`src/rtl/fft16_agu.sv`:
```
// ---------------------------------------------------------------------------
// fft16_agu -- address generator / sequencer for a 16-point radix-2 DIT FFT.
//
// Walks 4 stages x 8 butterflies, 8 cycles per butterfly, with no bubbles.
// It feeds the butterfly operands in its fixed order (br, wr, bi, wi, ar, ai)
// from an asynchronous-read data RAM and twiddle ROM. It commits each
// butterfly's four results (r1r, r1i, r2r, r2i) back in place. The last two
// results are written during the first two cycles of the next butterfly, or
// during FLUSH after the final butterfly.
//
// Ports
//   xClock        in   system clock, rising edge
//   xReset        in   synchronous active-high reset
//   xStart        in   start request, honoured only in IDLE
//   rd_addr       out  data RAM read address {point, im}
//   tw_addr       out  twiddle ROM address {k, im}
//   src_tw        out  butterfly input mux: 1 = twiddle ROM, 0 = data RAM
//   wr_addr       out  data RAM write address {point, im}
//   we            out  data RAM write enable
//   c_output_tri  out  butterfly output tristate control (~we)
//   bf_start      out  butterfly start pulse (first cycle of a run)
//   bf_reset      out  butterfly reset (xReset or DONE)
//   busy          out  high in RUN and FLUSH
//   done          out  one-cycle completion pulse
// ---------------------------------------------------------------------------
module fft16_agu #(
    parameter int LOG2N = 4
) (
    input  logic             xClock,
    input  logic             xReset,
    input  logic             xStart,
    output logic [LOG2N:0]   rd_addr,
    output logic [LOG2N-1:0] tw_addr,
    output logic             src_tw,
    output logic [LOG2N:0]   wr_addr,
    output logic             we,
    output logic             c_output_tri,
    output logic             bf_start,
    output logic             bf_reset,
    output logic             busy,
    output logic             done
);

    typedef enum logic [1:0] {
        ST_IDLE,
        ST_RUN,
        ST_FLUSH,
        ST_DONE
    } state_e;

    state_e      state_q, state_d;
    logic [1:0]  s_q, s_d;          // stage
    logic [2:0]  j_q, j_d;          // butterfly within stage
    logic [2:0]  c_q, c_d;          // slot cycle; doubles as the flush index in FLUSH
    logic [3:0]  b_prev_q, b_prev_d;

    // Butterfly geometry for the current (s, j).
    logic [3:0] span, jx, jlo, a_pt, b_pt;
    logic [2:0] k;
    logic       first_bf;

    always_comb begin
        span     = 4'd1 << s_q;
        jx       = {1'b0, j_q};
        jlo      = jx & (span - 4'd1);
        // Group index times 2*span, written as masking off the low bits and
        // doubling, so the shift never needs a wider amount than s_q.
        a_pt     = ((jx & ~(span - 4'd1)) << 1) + jlo;
        b_pt     = a_pt + span;
        k        = jlo[2:0] << (2'd3 - s_q);
        first_bf = (s_q == 2'd0) && (j_q == 3'd0);
    end

    // Next-state logic.
    always_comb begin
        // NOTE: every variable gets a default before the case, so no path
        // leaves it unassigned and no latch is inferred.
        state_d  = state_q;
        s_d      = s_q;
        j_d      = j_q;
        c_d      = c_q;
        b_prev_d = b_prev_q;
        unique case (state_q)
            ST_IDLE: begin
                if (xStart) begin
                    state_d = ST_RUN;
                    s_d     = 2'd0;
                    j_d     = 3'd0;
                    c_d     = 3'd0;
                end
            end
            ST_RUN: begin
                c_d = c_q + 3'd1;
                if (c_q == 3'd7) begin
                    b_prev_d = b_pt;
                    j_d      = j_q + 3'd1;
                    if (j_q == 3'd7) begin
                        s_d = s_q + 2'd1;
                        // All counters wrap to 0 here, so FLUSH starts at fl=0.
                        if (s_q == 2'd3) state_d = ST_FLUSH;
                    end
                end
            end
            ST_FLUSH: begin
                c_d = c_q + 3'd1;
                if (c_q[0]) begin
                    state_d = ST_DONE;
                    c_d     = 3'd0;
                end
            end
            ST_DONE: state_d = ST_IDLE;
            default: state_d = ST_IDLE;
        endcase
    end

    always_ff @(posedge xClock) begin
        // NOTE: sequential state uses non-blocking assignments so every
        // register samples the pre-edge values of the others.
        if (xReset) begin
            state_q  <= ST_IDLE;
            s_q      <= 2'd0;
            j_q      <= 3'd0;
            c_q      <= 3'd0;
            b_prev_q <= 4'd0;
        end else begin
            state_q  <= state_d;
            s_q      <= s_d;
            j_q      <= j_d;
            c_q      <= c_d;
            b_prev_q <= b_prev_d;
        end
    end

    // Moore output decode.
    always_comb begin
        rd_addr  = '0;
        tw_addr  = '0;
        src_tw   = 1'b0;
        wr_addr  = '0;
        we       = 1'b0;
        bf_start = 1'b0;
        unique case (state_q)
            ST_RUN: begin
                bf_start = first_bf && (c_q == 3'd0);
                unique case (c_q)
                    3'd0: begin
                        rd_addr = {b_pt, 1'b0};
                        // Tail writes of the previous butterfly; none before the first.
                        we      = !first_bf;
                        wr_addr = first_bf ? '0 : {b_prev_q, 1'b0};
                    end
                    3'd1: begin
                        tw_addr = {k, 1'b0};
                        src_tw  = 1'b1;
                        we      = !first_bf;
                        wr_addr = first_bf ? '0 : {b_prev_q, 1'b1};
                    end
                    3'd2: rd_addr = {b_pt, 1'b1};
                    3'd3: begin
                        tw_addr = {k, 1'b1};
                        src_tw  = 1'b1;
                    end
                    3'd4: rd_addr = {a_pt, 1'b0};
                    3'd5: rd_addr = {a_pt, 1'b1};
                    3'd6: begin
                        we      = 1'b1;
                        wr_addr = {a_pt, 1'b0};
                    end
                    3'd7: begin
                        we      = 1'b1;
                        wr_addr = {a_pt, 1'b1};
                    end
                    default: ;
                endcase
            end
            ST_FLUSH: begin
                we      = 1'b1;
                wr_addr = {b_prev_q, c_q[0]};
            end
            default: ;
        endcase
    end

    assign c_output_tri = ~we;
    assign busy         = (state_q == ST_RUN) || (state_q == ST_FLUSH);
    assign done         = (state_q == ST_DONE);
    assign bf_reset     = xReset || (state_q == ST_DONE);

endmodule

```
`config.mk`:
```
export PLATFORM = sky130hd
export DESIGN_NAME = fft16_agu
export DESIGN_NICKNAME = d
export VERILOG_FILES = /design/src/rtl/fft16_agu.sv
export SDC_FILE = /design/constraint.sdc
export NUM_CORES = 1
export LEC_CHECK = 0
export ABC_CLOCK_PERIOD_IN_PS = 4500
export BUFFER_PORTS_ARGS = -buffer_cell sky130_fd_sc_hd__buf_2
export CORE_ASPECT_RATIO = 0.7
export CORE_MARGIN = 5
export CORE_UTILIZATION = 57
export CTS_CLUSTER_DIAMETER = 40
export DETAILED_ROUTE_END_ITERATION = 10
export MAX_ROUTING_LAYER = met4
export PLACE_DENSITY = 0.79
export REMOVE_ABC_BUFFERS = 1
export SLEW_MARGIN = 10
export SYNTH_ARGS = -nofsm -noshare
export SYNTH_HDL_FRONTEND = slang
export SYNTH_SLANG_ARGS = --single-unit
```
`constraint.sdc`:
```
create_clock -name xClock -period 4.5 [get_ports xClock]
set_input_delay 0.675 -clock xClock [delete_from_list [all_inputs] [get_ports xClock]]
set_output_delay 0.675 -clock xClock [all_outputs]
set_load 0.01 [all_outputs]
```
## Word-level counts from Yosys, hierarchy flattened

Cells that the tools add are included.
W data, S select, Z words.

| cells by class | value |
|---|---|
| add/subtract/negate cells | 7 |
| eq/ne operators | 17 |
| shift operators | 2 |
| muxes and demuxes | 28 |
| bitwise logic cells | 4 |
| reduce and logical (&&, ||, !) cells | 19 |

Operator list:

| operator | number |
|---|---|
| $pmux W5 S4 | 2 |
| $mux W2 | 8 |
| $eq A3 B3 Y1 const B | 5 |
| $mux W5 | 3 |
| $ne A2 B2 Y1 const B | 5 |
| $pmux W5 S2 | 1 |
| $mux W3 | 3 |
| $pmux W3 S3 | 1 |
| $add A4 B4 Y4 | 2 |
| $pmux W2 S4 | 1 |
| $pmux W4 S2 | 1 |
| $add A3 B1 Y3 const B | 2 |
| $eq A2 B2 Y1 const B | 3 |
| $eq A3 B2 Y1 const B | 2 |
| $logic_not A3 Y1 | 2 |
| $pmux W3 S2 | 1 |
| $reduce_or A2 Y1 | 3 |
| $reduce_and A5 Y1 | 1 |
| $and A3 B4 Y4 | 1 |
| $logic_not A2 Y1 | 2 |
| $mux W4 | 1 |
| $pmux W1 S2 | 2 |
| $pmux W2 S2 | 1 |
| $reduce_and A2 Y1 | 2 |
| other kinds (18) | 22 |

| storage, ports and cells | value |
|---|---|
| register bits | 14 |
| bits of input ports | 3 |
| output and inout bits | 21 |
| logic and storage cells | 82 |

## Logic depth before layout (Yosys ltp)

Gate-level depths: netlist of the first run.

| depth | value |
|---|---|
| depth after elaboration | 8 |
| depth in mapped cells | 11 |
| gate-level depth less buffers | 11 |

## Least setup slack after synthesis of the first run

Ideal clock, no wire load.

| timing path | value |
|---|---|
| path kind | register to output |
| from | register s_q[0] |
| to | output port rd_addr[4] |
| arrival | 2763 ps |
| required time | 3825 ps |
| path slack | 1062 ps |
| cell stages (with the launch flop) | 12 |
| cells stage by stage | dfxtp_1 > inv_1 > ha_1 > xnor2_1 > and2_1 > ha_1 > fa_1 > ha_1 > a21oi_1 > o21ai_1 > xor2_1 > o32ai_1 |

| on the way | value |
|---|---|
| cells in the longest elaborated chain, start to end | 8 |

RTL lines:

| what | line | source |
|---|---|---|
| from (decl) | 52 | `logic [1:0] s_q, s_d;` |
| from (signal assigned) | 121 | `s_q <= 2'd0;` |
| from (signal assigned) | 127 | `s_q <= s_d;` |
| $shl A1 B2 Y4 (*) | 63 | `span = 4'd1 << s_q;` |
| $sub A4 B1 Y4 | 68 | `a_pt = ((jx & ~(span - 4'd1)) << 1) + jlo;` |
| $not A3 Y3 | 68 |  |
| $and A3 B3 Y3 | 68 |  |
| $add A4 B4 Y4 | 68 |  |
| $add A4 B4 Y4 | 69 | `b_pt = a_pt + span;` |
| $pmux W5 S4 (*) | 145 | `unique case (c_q)` |
| $mux W5 (*) | 142 | `unique case (state_q)` |
| to (decl) | 32 | `output logic [LOG2N:0] rd_addr,` |

Every way passes the cells marked *; elsewhere a longest branch is shown, timed or not.

## Final worst setup path of the first run

Same ends and word-level chain as after synthesis.

==> results of run 1 <==
-- where the power goes --
group          switching, W  total, W  internal (W)
Clock             0.0000442  0.000103     0.0000592
Combinational      0.000166  0.000262     0.0000957
Sequential        0.0000138  0.000148      0.000134
-- cell families (layout without fill, tap and decap cells) --
kind of cell / Yosys count / in the layout
AO/OA/AOI/OAI: 44 / 44
XOR/XNOR: 5 / 5
adder cells (fa/ha/maj): 26 / 26
buffers and inverters: 21 / 40
flip-flops: 14 / 14
multiplexers: 5 / 5
AND/OR/NAND/NOR: 72 / 72
-- layout make-up --
class,instances,area [µm²]
timing repair buffer,23,115.1
multi-input combinational,152,1126
clock buffer,3,41.29
inverter,14,52.55
sequential,14,280.3
fill,218,819.5
tap,34,42.54
-- layout by cell type (no fill, tap or decap), types with 2 or more instances in the layout --
| cell type | n |
|---|---|
| clkbuf_8 | 3 |
| a211oi_1 | 2 |
| ha_1 | 24 |
| buf_2 | 23 |
| nor3b_1 | 2 |
| a21oi_1 | 15 |
| nand3_1 | 3 |
| o31ai_1 | 2 |
| fa_1 | 2 |
| nor2b_1 | 6 |
| nand2_1 | 12 |
| o32a_1 | 2 |
| a22oi_1 | 5 |
| nand3b_1 | 3 |
| and2_1 | 5 |
| nor3_1 | 6 |
| nor4_1 | 2 |
| inv_1 | 13 |
| o21ai_0 | 8 |
| xnor2_1 | 3 |
| mux2i_1 | 5 |
| dfxtp_1 | 14 |
| o21ai_1 | 3 |
| nor2_1 | 23 |
-- worst max-delay path: stages (launching register included) --
cell and delay (ns):
dfxtp_1 0.45, inv_1 0.19, ha_1 0.32, xnor2_1 0.17
and2_1 0.20, ha_1 0.21, fa_1 0.50, ha_1 0.34
a21oi_1 0.15, o21ai_1 0.09, xor2_1 0.24, o32ai_1 0.13
buf_2 0.15
-- sequential cells by signal (all words and copies together), names as in the netlist --
signal / cells
b_prev_q: 4
c_q: 3
s_q: 2
j_q: 3
state_q: 2
-- routing by layer --
| metal | up-vias | global-route usage | share of wire |
|---|---|---|---|
| met5 | - | - | 0 |
| met4 | 0 | 0.06875 | 0.015 |
| met3 | 6 | 0.04406 | 0.081 |
| met2 | 62 | 0.3567 | 0.46 |
| met1 | 682 | 0.2771 | 0.45 |
| li1 | 695 | - | - |
-- worst max path at each step --
stage	from	endpoint	slack (ns)	cells past startpoint
6_report	s_q[0]	rd_addr[4]	0.44	12
3_5_place_dp	s_q[0]	rd_addr[4]	0.74	12
3_3_place_gp	s_q[0]	rd_addr[4]	0.90	12
2_1_floorplan	s_q[0]	rd_addr[4]	1.06	11
5_1_grt	s_q[0]	rd_addr[4]	0.21	12
4_1_cts	s_q[0]	rd_addr[4]	0.46	12
-- per-stage QoR --
step,hold slack (ns),instances
after floorplan,0.4300,180
after global placement,0.4542,237
after detailed placement,0.4553,237
after CTS,0.4637,240
after global routing,0.4721,240
final,0.4643,240
==> impl_summary.md, run 1 <==
Yosys
For this run, the leading register cell type out of synthesis is dfxtp_1. Of the total synthesized cell area, the portion taken by full adders, half adders and majority gates is 0.2282. The simple-gate share of the synthesized area is 0.2534. Yosys instantiated no cell more often than ha_1.

The share of Yosys cell area claimed by the top area cell type is 0.2013. The count of flip-flops with a built-in enable after synthesis is 0. In the synthesized netlist the async set-or-reset flop fraction comes to 0.

After synthesis, the mean cell area works out to 7.976 µm². Counting instances in the post-synthesis netlist gives the leading cell types as ha_1 (24), nor2_1 (23), a21oi_1 (15). Of the total synthesized cell area, the portion taken by XOR and XNOR cells is 0.03859.

The post-synthesis mux area share is 0.03356. The largest family of logic cells by synthesized area is simple AND/OR/NAND/NOR gates. After synthesis the netlist holds a flip-flop and latch count of 14. The cell area after synthesis is between 1000 and 1500 µm². The count of distinct cell types in the synthesized netlist is 45.

Yosys attributes the largest share of cell area to ha_1 (20%), dfxtp_1 (19%), nor2_1 (5.8%), a21oi_1 (5.0%), mux2i_1 (3.4%). The number of warnings reported in the yosys synthesis log is 0. The proportion of synthesized chip area in sequential cells is 0.1879.

Synthesis handed over a netlist of between 150 and 200 instances. Summed over all instances, the cell type with the most area after synthesis is ha_1. The compound-cell area share of the yosys netlist came to 0.2013.

Setup path
The maximum net fanout on the critical path is 8. The critical path data required time is between 3 and 4 ns. The nature of the critical path endpoint is an output pin. The cell count of the worst reg-to-reg path is 11. The start of the worst register-to-register path is s_q[0]. The worst setup path is launched from a register. The worst register-to-register path has a setup slack of 1.34 ns. The worst reg2reg path endpoint is b_prev_q[3].

For the worst setup path, the data arrival time is 3.38 ns. By startpoint and endpoint, the worst setup path is classified as register to output pin.

Outcome
The run finished with clean final reports.

Drt
The count of TritonRoute iterations in the first routing pass is 4. The number of design-rule violations left by the first detailed-router iteration is 168. The post-detailed-routing wire length is 3775 µm. Dividing the detail-routed via count by the number of cells gives between 6 and 7. The number of remaining DRC errors is 0. The detailed-route via count is 1445. The antenna violation net count after detailed routing is 0. The routed wirelength normalized by instance count is 15.73 µm.

Global routing
Entering global routing, the biggest net connects 20 pins. The first global-routing pass estimated between 6000 and 7000 µm of wire. Summed over all layers, the global routing overflow is 0. The initial antenna violation count is 0.

The number of global-route vias before repair came to 1351. The total global-route track usage is 0.2198.

STA
Setup violations remaining at the end of the flow were counted as 0. Counting I/O delays and the setup requirement, the final critical path takes roughly 4.1 ns. The normalized max-slew margin is 0.4516. Setup total negative slack on the finished layout was measured at 0 ns. The number of hold violations in the final report is 0.

The clock skew is 0.002454 ns. Setup repair after global routing left no endpoint under its margin. Across all setup checks in the final design, the least slack found is 0.4416 ns. Timing would allow up to 246.4 MHz. The final-report max-slew violation count came to 0. The slew of the pin with the lowest slew margin is 0.8209 ns.

The fraction of the cycle the final worst path needs is 0.9019.

Placed design
The placed instances occupy a cell area of 1617 µm². The setup slack after placement is ~0.74 ns. The placed wire-length estimate after detailed placement is between 2000 and 3000 µm. The weighted congestion reported at the end of routability-driven placement is 0.8895. In this run the tool buffered the top-level ports with 23 buffer cells.

Layout
The final core utilization is 0.6692. The number of inserted diodes is 0. With fillers left out, the area of the finished cells amounts to 1658 µm². At the end of the flow, the number of nets in the layout was 237. From synthesis to final layout, the design area changed by 11.16%. The share of post-route cells with drive strength above 1 is 0.1553.

CTS
The later pin in the worst-skew pair is clocked with a latency of 0.24 ns. The maximum count of clock buffers along a single path is 2. The count of hold buffers inserted by post-cts repair is 0.

The clock tree root driver cell is clkbuf_8. In this run, post-CTS repair resized a total of 0 instances. Counting every sink on the clock net gives 14. The TritonCTS clock tree is done. Buffers inserted during clock tree synthesis total 3. The number of setup buffers added after CTS is 0. The clock slew seen by the registers of the worst setup and hold paths is 0.06 ns. CTS built an H-tree with a depth of 1.

Hold path
The tightest min-delay check is of the register to register type. The depth of the worst hold-timing path is 2. For hold timing, the worst endpoint is b_prev_q[2]. The startpoint identified for the worst hold timing path is b_prev_q[2].

Floorplanning
The starting density of the core is 0.6020. The floorplan has 15 rows. The die covers around 3800 µm².

The die height is 52.80 µm. The die is 71.14 µm wide. In this run the standard cell core region covers ~2500 µm². The I/O pin total is 24.

Pwr
For this design the ratio of total power to cell area is 309.4 nW/µm². The maximum resistive drop on vdd is 0.2374 mV. The total power after layout is 0.0005129 W. The static leakage power is 0.7014 nW.

Job
Max-cap violations in this run came to 0.
No activity file was read; power rests on OpenSTA's default activity.
==> run 2: changes to the inputs <==
--- a/config.mk
+++ b/config.mk
@@ -6,14 +6,14 @@
 export NUM_CORES = 1
 export LEC_CHECK = 0
 export ABC_CLOCK_PERIOD_IN_PS = 4500
-export BUFFER_PORTS_ARGS = -buffer_cell sky130_fd_sc_hd__buf_2
 export CORE_ASPECT_RATIO = 0.7
 export CORE_MARGIN = 5
-export CORE_UTILIZATION = 57
+export CORE_UTILIZATION = 60
 export CTS_CLUSTER_DIAMETER = 40
 export DETAILED_ROUTE_END_ITERATION = 10
+export DONT_BUFFER_PORTS = 1
 export MAX_ROUTING_LAYER = met4
-export PLACE_DENSITY = 0.79
+export PLACE_DENSITY = 0.75
 export REMOVE_ABC_BUFFERS = 1
 export SLEW_MARGIN = 10
 export SYNTH_ARGS = -nofsm -noshare
==> run 2 against run 1 <==
Compared with the run above:
- core utilization down 3.7 points
- register-to-register slack better by 0.04 ns
- die area shrank 4.2%
- global-route usage decreased by 1.1 points
- critical path type unchanged
- largest cell class unchanged
==> impl_summary.md, run 2 (synthesis results as in run 1) <==
STA
The highest clock rate is 248.4 MHz. Dividing the final minimum period by the clock period gives 0.8946. After routing, the total negative slack on setup checks comes to 0 ns. The count of endpoints failing setup in the final report is 0. The slew of the pin with the lowest slew margin is 0.8317 ns. On the final layout, the worst clock skew is roughly 0.014 ns. The number of hold violations in the final report came to 0. The normalized max-slew margin is 0.4444. The routed design could run at a clock period as short as 4.026 ns. Setup repair after global routing left no endpoint under its margin. The final-report max-slew violation count is 0.

Placed design
After detailed placement, the total cell area comes to 1509 µm². The count of port buffers added during placement is 0. The weighted congestion reported at the end of routability-driven placement is approximately 0.92. The placed wire-length estimate after detailed placement is 2699 µm.

Drt
Once detail routing completed, the nets flagged for antenna violations numbered 0. After detailed routing, the number of vias per cell comes to 5.972. The number of remaining DRC errors is 0. The post-detailed-routing wire length is approximately 3500 µm. The first detailed-routing pass ran for 4 iterations. The detailed-route via count is 1302.

After the first detailed-routing iteration, the DRC count stood at 177. In the final routed layout, each cell accounts on average for 15.87 µm.

Pwr
The part of the power in registers is 0.322. The internal power consumption is 0.0002490 W. Of the total power, combinational logic draws 0.525. VDD sags by at most 0.3102 mV. Of the total power, the share spent switching nets is 0.4569. The net switching power is 0.0002095 W. The static leakage power is 0.5807 nW. The share of power burned in the clock network is 0.153. Dividing total power by cell area gives a power density of 299.4 nW/µm².

Floorplanning
The area enclosed by the die boundary is 3599 µm². The initialized floorplan defines 15 standard-cell rows. From bottom edge to top edge, the die measures 51.72 µm.

The area of the core is 2421 µm². For this design the top-level I/O count stands at 24. Measured along the x axis, the die boundary spans 69.59 µm.

For this configuration, the core starts out at a cell density of 0.6160.

CTS
Once the clock tree was built, the setup fixing pass inserted 0 buffers. TritonCTS built the clock tree. The clock tree root driver cell is clkbuf_4. The clock insertion delay at the later pin of the skew report is 0.28 ns. The count of hold buffers inserted by post-cts repair is 0. The maximum count of clock buffers along a single path is 2. Buffers inserted during clock tree synthesis total 3.

The clock slew seen by the registers of the worst setup and hold paths is ~0.090 ns. The count of cells resized by post-cts repair is 0. CTS built an H-tree with a depth of 1.

Counting every sink on the clock net gives 14.

Setup path
In this run the critical register-to-register path is launched from s_q[0]. Counting stages on the worst path, the most repeated cell is ha_1. The arrival time at the worst endpoint is roughly 3.4 ns. The nature of the critical path endpoint is an output pin. The maximum net fanout on the critical path is 8.

The number of buffer and inverter stages on the critical path is 1. On the critical path the largest part of the delay comes from adder cells. Traced cell by cell, the critical path runs through inv_1 -> ha_1 -> xnor2_1 -> and2_1 -> ha_1 -> fa_1 -> ha_1 -> a21oi_1 -> o21ai_1 -> xor2_1 -> o32ai_1. The slowest stage cell on the critical path is fa_1. The maximum cell stage delay along the critical path is 0.49 ns. In this run the worst setup path begins at s_q[0]. For the worst setup path, the data required time is 3.83 ns. The register-to-register path setup slack is between 1 and 1.5 ns.

The startpoint kind of the worst setup timing path is a register. The critical path is of the register to output pin type.

Job
The number of maximum-capacitance constraint violations is 0.

Hold path
The class of the tightest hold or removal check is input port to register. The critical hold path startpoint is xReset.

Global routing
The initial antenna violation count came to 0. Entering global routing, the biggest net connects 20 pins. Summed over all layers, the global routing overflow is 0.

The total global-route track usage is 0.2091. The first global-routing pass estimated 5809 µm of wire. The number of global-route vias before repair is 1174.

Layout
The register with the most flip-flops in the layout has 4 of them. After routing the design area is 1531 µm². The area growth from synthesis to final layout is 2.685%. Leaving out fill and tap cells, the most frequent cell in the layout is ha_1. The largest register by flop count is b_prev_q. In the layout the commonest cells are ha_1 (24), nor2_1 (23), a21oi_1 (15), dfxtp_1 (14), inv_1 (13). In the final layout, the share of cells above drive strength 1 is 0.05435. The number of inserted diodes is 0. The final-stage net count is ~220. The largest registers in the layout are b_prev_q: 4 flops, c_q: 3 flops, j_q: 3 flops.

Outcome
The flow ran to the end, and the final reports show no timing, DRC or antenna violations.
## run 2: area by class of cell
type	count	area, µm²
multi-input combinational	152	1126
fill	207	889.6
sequential	14	280.3
inverter	14	52.55
tap	34	42.54
clock buffer	3	22.52
timing repair buffer	1	7.507
## run 2: per-layer routing
metal,up-vias,wire length [µm],GRT usage
li1,650,-,-
met1,601,1589,0.2730
met2,47,1561,0.3228
met3,4,280,0.06371
met4,0,27,0.04221
met5,-,0,-
## run 2: power by group through the flow
stage / combinational (W) / clock, W / sequential (W)
6_report: 0.000241 / 0.0000702 / 0.000148
5_1_grt: 0.000265 / 0.0000816 / 0.000150
4_1_cts: 0.000239 / 0.0000753 / 0.000147
3_5_place_dp: 0.000238 / 0 / 0.000150
3_3_place_gp: 0.000229 / 0 / 0.000149
2_1_floorplan: 0.000188 / 0 / 0.000147
## run 2: through the flow
| stage | std cells | worst slack (ns) | hold slack [ns] | power, W | util |
|---|---|---|---|---|---|
| 3_3_place_gp | 215 | 0.9167 | 0.4511 | 0.0003783 | 0.6233 |
| 3_5_place_dp | 215 | 0.7944 | 0.4473 | 0.0003879 | 0.6233 |
| 4_1_cts | 218 | 0.4848 | 0.4338 | 0.0004612 | 0.6326 |
| 6_report | 218 | 0.4745 | 0.4477 | 0.0004585 | 0.6326 |
| 5_1_grt | 218 | 0.2633 | 0.4216 | 0.0004968 | 0.6326 |
| 2_1_floorplan | 180 | 1.062 | 0.4300 | 0.0003348 | - |
## run 2: final timing paths
path	to	cells after the start
worst min register to register	b_prev_q[2]	2
worst max register to register	b_prev_q[3]	11
worst max-delay path	rd_addr[4]	11
worst min-delay path	c_q[2]	1
==> run 3: changes to the inputs <==
--- a/config.mk
+++ b/config.mk
@@ -8,12 +8,12 @@
 export ABC_CLOCK_PERIOD_IN_PS = 4500
 export CORE_ASPECT_RATIO = 0.7
 export CORE_MARGIN = 5
-export CORE_UTILIZATION = 60
+export CORE_UTILIZATION = 50
 export CTS_CLUSTER_DIAMETER = 40
 export DETAILED_ROUTE_END_ITERATION = 10
 export DONT_BUFFER_PORTS = 1
 export MAX_ROUTING_LAYER = met4
-export PLACE_DENSITY = 0.75
+export PLACE_DENSITY = 0.64
 export REMOVE_ABC_BUFFERS = 1
 export SLEW_MARGIN = 10
 export SYNTH_ARGS = -nofsm -noshare
==> run 3 against run 2 <==
Compared with the run above:
- sequential power is essentially flat
- count of clock-buffer cells in the layout grew 1
- sequential share of layout area shrank 0.32 points
- setup slack gained 0.012 ns
- largest cell class unchanged
==> impl_summary.md, run 3 (synthesis results as in run 1) <==
Setup path
The nature of the critical path endpoint is an output pin. The arrival time at the worst endpoint is roughly 3.3 ns. Tracing the worst setup path back leads to its startpoint at s_q[0]. For flop-to-flop paths, the worst setup slack is 1.36 ns. The worst register-to-register path has a depth of 11. The classification of the worst setup path is register to output pin. The start of the worst register-to-register path is s_q[0]. The maximum net fanout on the critical path is 8. STA puts the critical path data required time at 3.83 ns. The worst reg2reg path endpoint is b_prev_q[3]. The startpoint kind of the worst setup timing path is a register.

Drt
The first detailed-routing pass ran for 4 iterations. The number of design-rule violations left by the first detailed-router iteration is 115. For this block, the routed nets add up to 3699 µm of wire. The number of remaining DRC errors is 0.

The number of vias per cell is around 6.0. The routed wirelength normalized by instance count is roughly 17 µm. The antenna violation net count after detailed routing is 0. The final route contains 1309 vias.

CTS
The clock tree root driver cell is clkbuf_8. The maximum count of clock buffers along a single path is 2. Hold repair after CTS inserted 0 buffers. At the later pin of the worst-skew pair, clock insertion delay measures 0.25 ns.

After clock tree synthesis, the repair step resized 0 gates. For this design, the sink count on the clock tree is 14. The clock slew seen by the registers of the worst setup and hold paths is ~0.060 ns. In this run the number of H-tree levels came out at 1. The number of buffers inserted during clock tree synthesis is 3. The number of setup buffers added after CTS is 0. TritonCTS built the clock tree.

STA
Setup violations remaining at the end of the flow were counted as 0. The number of hold violations in the final report is 0. The normalized max-slew margin is 0.4805. The clock period minus worst slack is 4.013 ns.

In the finished design, the share of the clock period the worst path needs comes to 0.8919. For the final database, setup skew stands at 0.001517 ns. The highest clock rate is 249.2 MHz. For the pin with the worst max-slew slack, the measured transition is between 0.7 and 0.8 ns. Setup repair after global routing left no endpoint under its margin.

The final-report max-slew violation count is 0. The total negative setup slack is 0 ns. The final worst-path setup slack is slightly below 0.5 ns.

Floorplanning
The area enclosed by the die boundary is 4193 µm². In this run the vertical extent of the chip is 55.70 µm. The initialized floorplan defines 16 standard-cell rows.

The starting density of the core is 0.5284. The I/O pin total is 24. Measured along the x axis, the die boundary spans 75.28 µm.

The floorplan step defined a core boundary enclosing 2823 µm².

Layout
The register with the most flip-flops in the layout has 4 of them. The largest register by flop count is b_prev_q. The final instance area is between 1500 and 2000 µm².

The area growth from synthesis to layout is 4.531%. The post-layout instance count excluding filler cells is 220. The largest registers in the layout are b_prev_q: 4 flops, c_q: 3 flops, j_q: 3 flops. The library cells used most frequently in the layout, excluding fill and tap cells, are ha_1 (24), nor2_1 (23), a21oi_1 (15), dfxtp_1 (14), inv_1 (13).

The number of inserted diodes is 0. The share of post-route cells with drive strength above 1 is 0.05435. The library cell used most frequently in the layout, excluding fill and tap cells, is ha_1. At the end of the flow, the number of nets in the layout was 214.

Global routing
The first global-routing pass estimated 6030 µm of wire. Entering global routing, the biggest net connects 20 pins. The initial antenna violation count is 0. The total overflow reported by the global router is 0. The number of global-route vias before repair is approximately 1200. The total global-route track usage is 0.1866.

Pwr
The static leakage power is 0.5905 nW. The design draws ~0.0005 W. The power density relative to cell area is about 330 nW/µm².

The maximum resistive drop on vdd is 0.2195 mV.

Hold path
The tightest min-delay check is of the register to register type. The critical hold path startpoint is b_prev_q[2]. For hold timing, the worst endpoint is b_prev_q[2]. The depth of the worst hold-timing path is 2.

Placed design
The number of placed instances, taps included, is roughly 220. At the end of routability-driven placement, the weighted congestion stood at approximately 0.94. Summing all placed instances gives a cell area of 1504 µm². Port buffering added 0 buffers. The setup slack after placement is 0.7724 ns. After legalization and detailed placement, the total HPWL measured 2822 µm.

Outcome
The flow ran to the end, and the final reports show no timing, DRC or antenna violations.

Job
The number of maximum-capacitance constraint violations is 0.
## run 3: cell types whose count changed in the layout (fill, tap and decap cells not counted)
cell	delta
clkbuf_4	-3
clkbuf_8	+4
buf_4	-1
## run 3: final cells by class
| cell class | count | area (µm²) |
|---|---|---|
| fill | 272 | 1264 |
| multi-input combinational | 152 | 1126 |
| sequential | 14 | 280.3 |
| clock buffer | 4 | 55.05 |
| inverter | 14 | 52.55 |
| tap | 36 | 45.04 |
## run 3: where the power goes
| group | switching [W] | internal [W] |
|---|---|---|
| sequential | 0.0000139 | 0.000134 |
| clock | 0.0000487 | 0.0000776 |
| combinational | 0.000158 | 0.0000816 |
| total | 0.000220 | 0.000293 |
## run 3: worst max-delay path, cell delays in order, from the launching register on
cell	delay (ns)
dfxtp_1	0.45
inv_1	0.19
ha_1	0.33
xnor2_1	0.17
and2_1	0.20
ha_1	0.22
fa_1	0.50
ha_1	0.36
a21oi_1	0.16
o21ai_1	0.09
xor2_1	0.18
o32ai_1	0.24
## run 3: how the worst max path moves through the flow
stage / slack, ns / depth (start not counted) / to
global route: 0.29 / 11 / rd_addr[4]
detailed placement: 0.77 / 11 / rd_addr[4]
floorplan: 1.06 / 11 / rd_addr[4]
global placement: 0.92 / 11 / rd_addr[4]
CTS: 0.49 / 11 / rd_addr[4]
finish: 0.49 / 11 / rd_addr[4]
## run 3: metal layers
layer / track usage / vias to the layer above / wire (µm)
li1: - / 646 / -
met2: 0.2743 / 42 / 1640
met5: - / - / 0
met1: 0.2481 / 615 / 1726
met4: 0.04239 / 0 / 29
met3: 0.05957 / 6 / 302
## run 3: stage by stage
step,util,hold slack (ns)
2_1_floorplan,-,0.4300
3_3_place_gp,0.5328,0.4534
3_5_place_dp,0.5328,0.4536
4_1_cts,0.5523,0.4644
5_1_grt,0.5523,0.4669
6_report,0.5523,0.4630
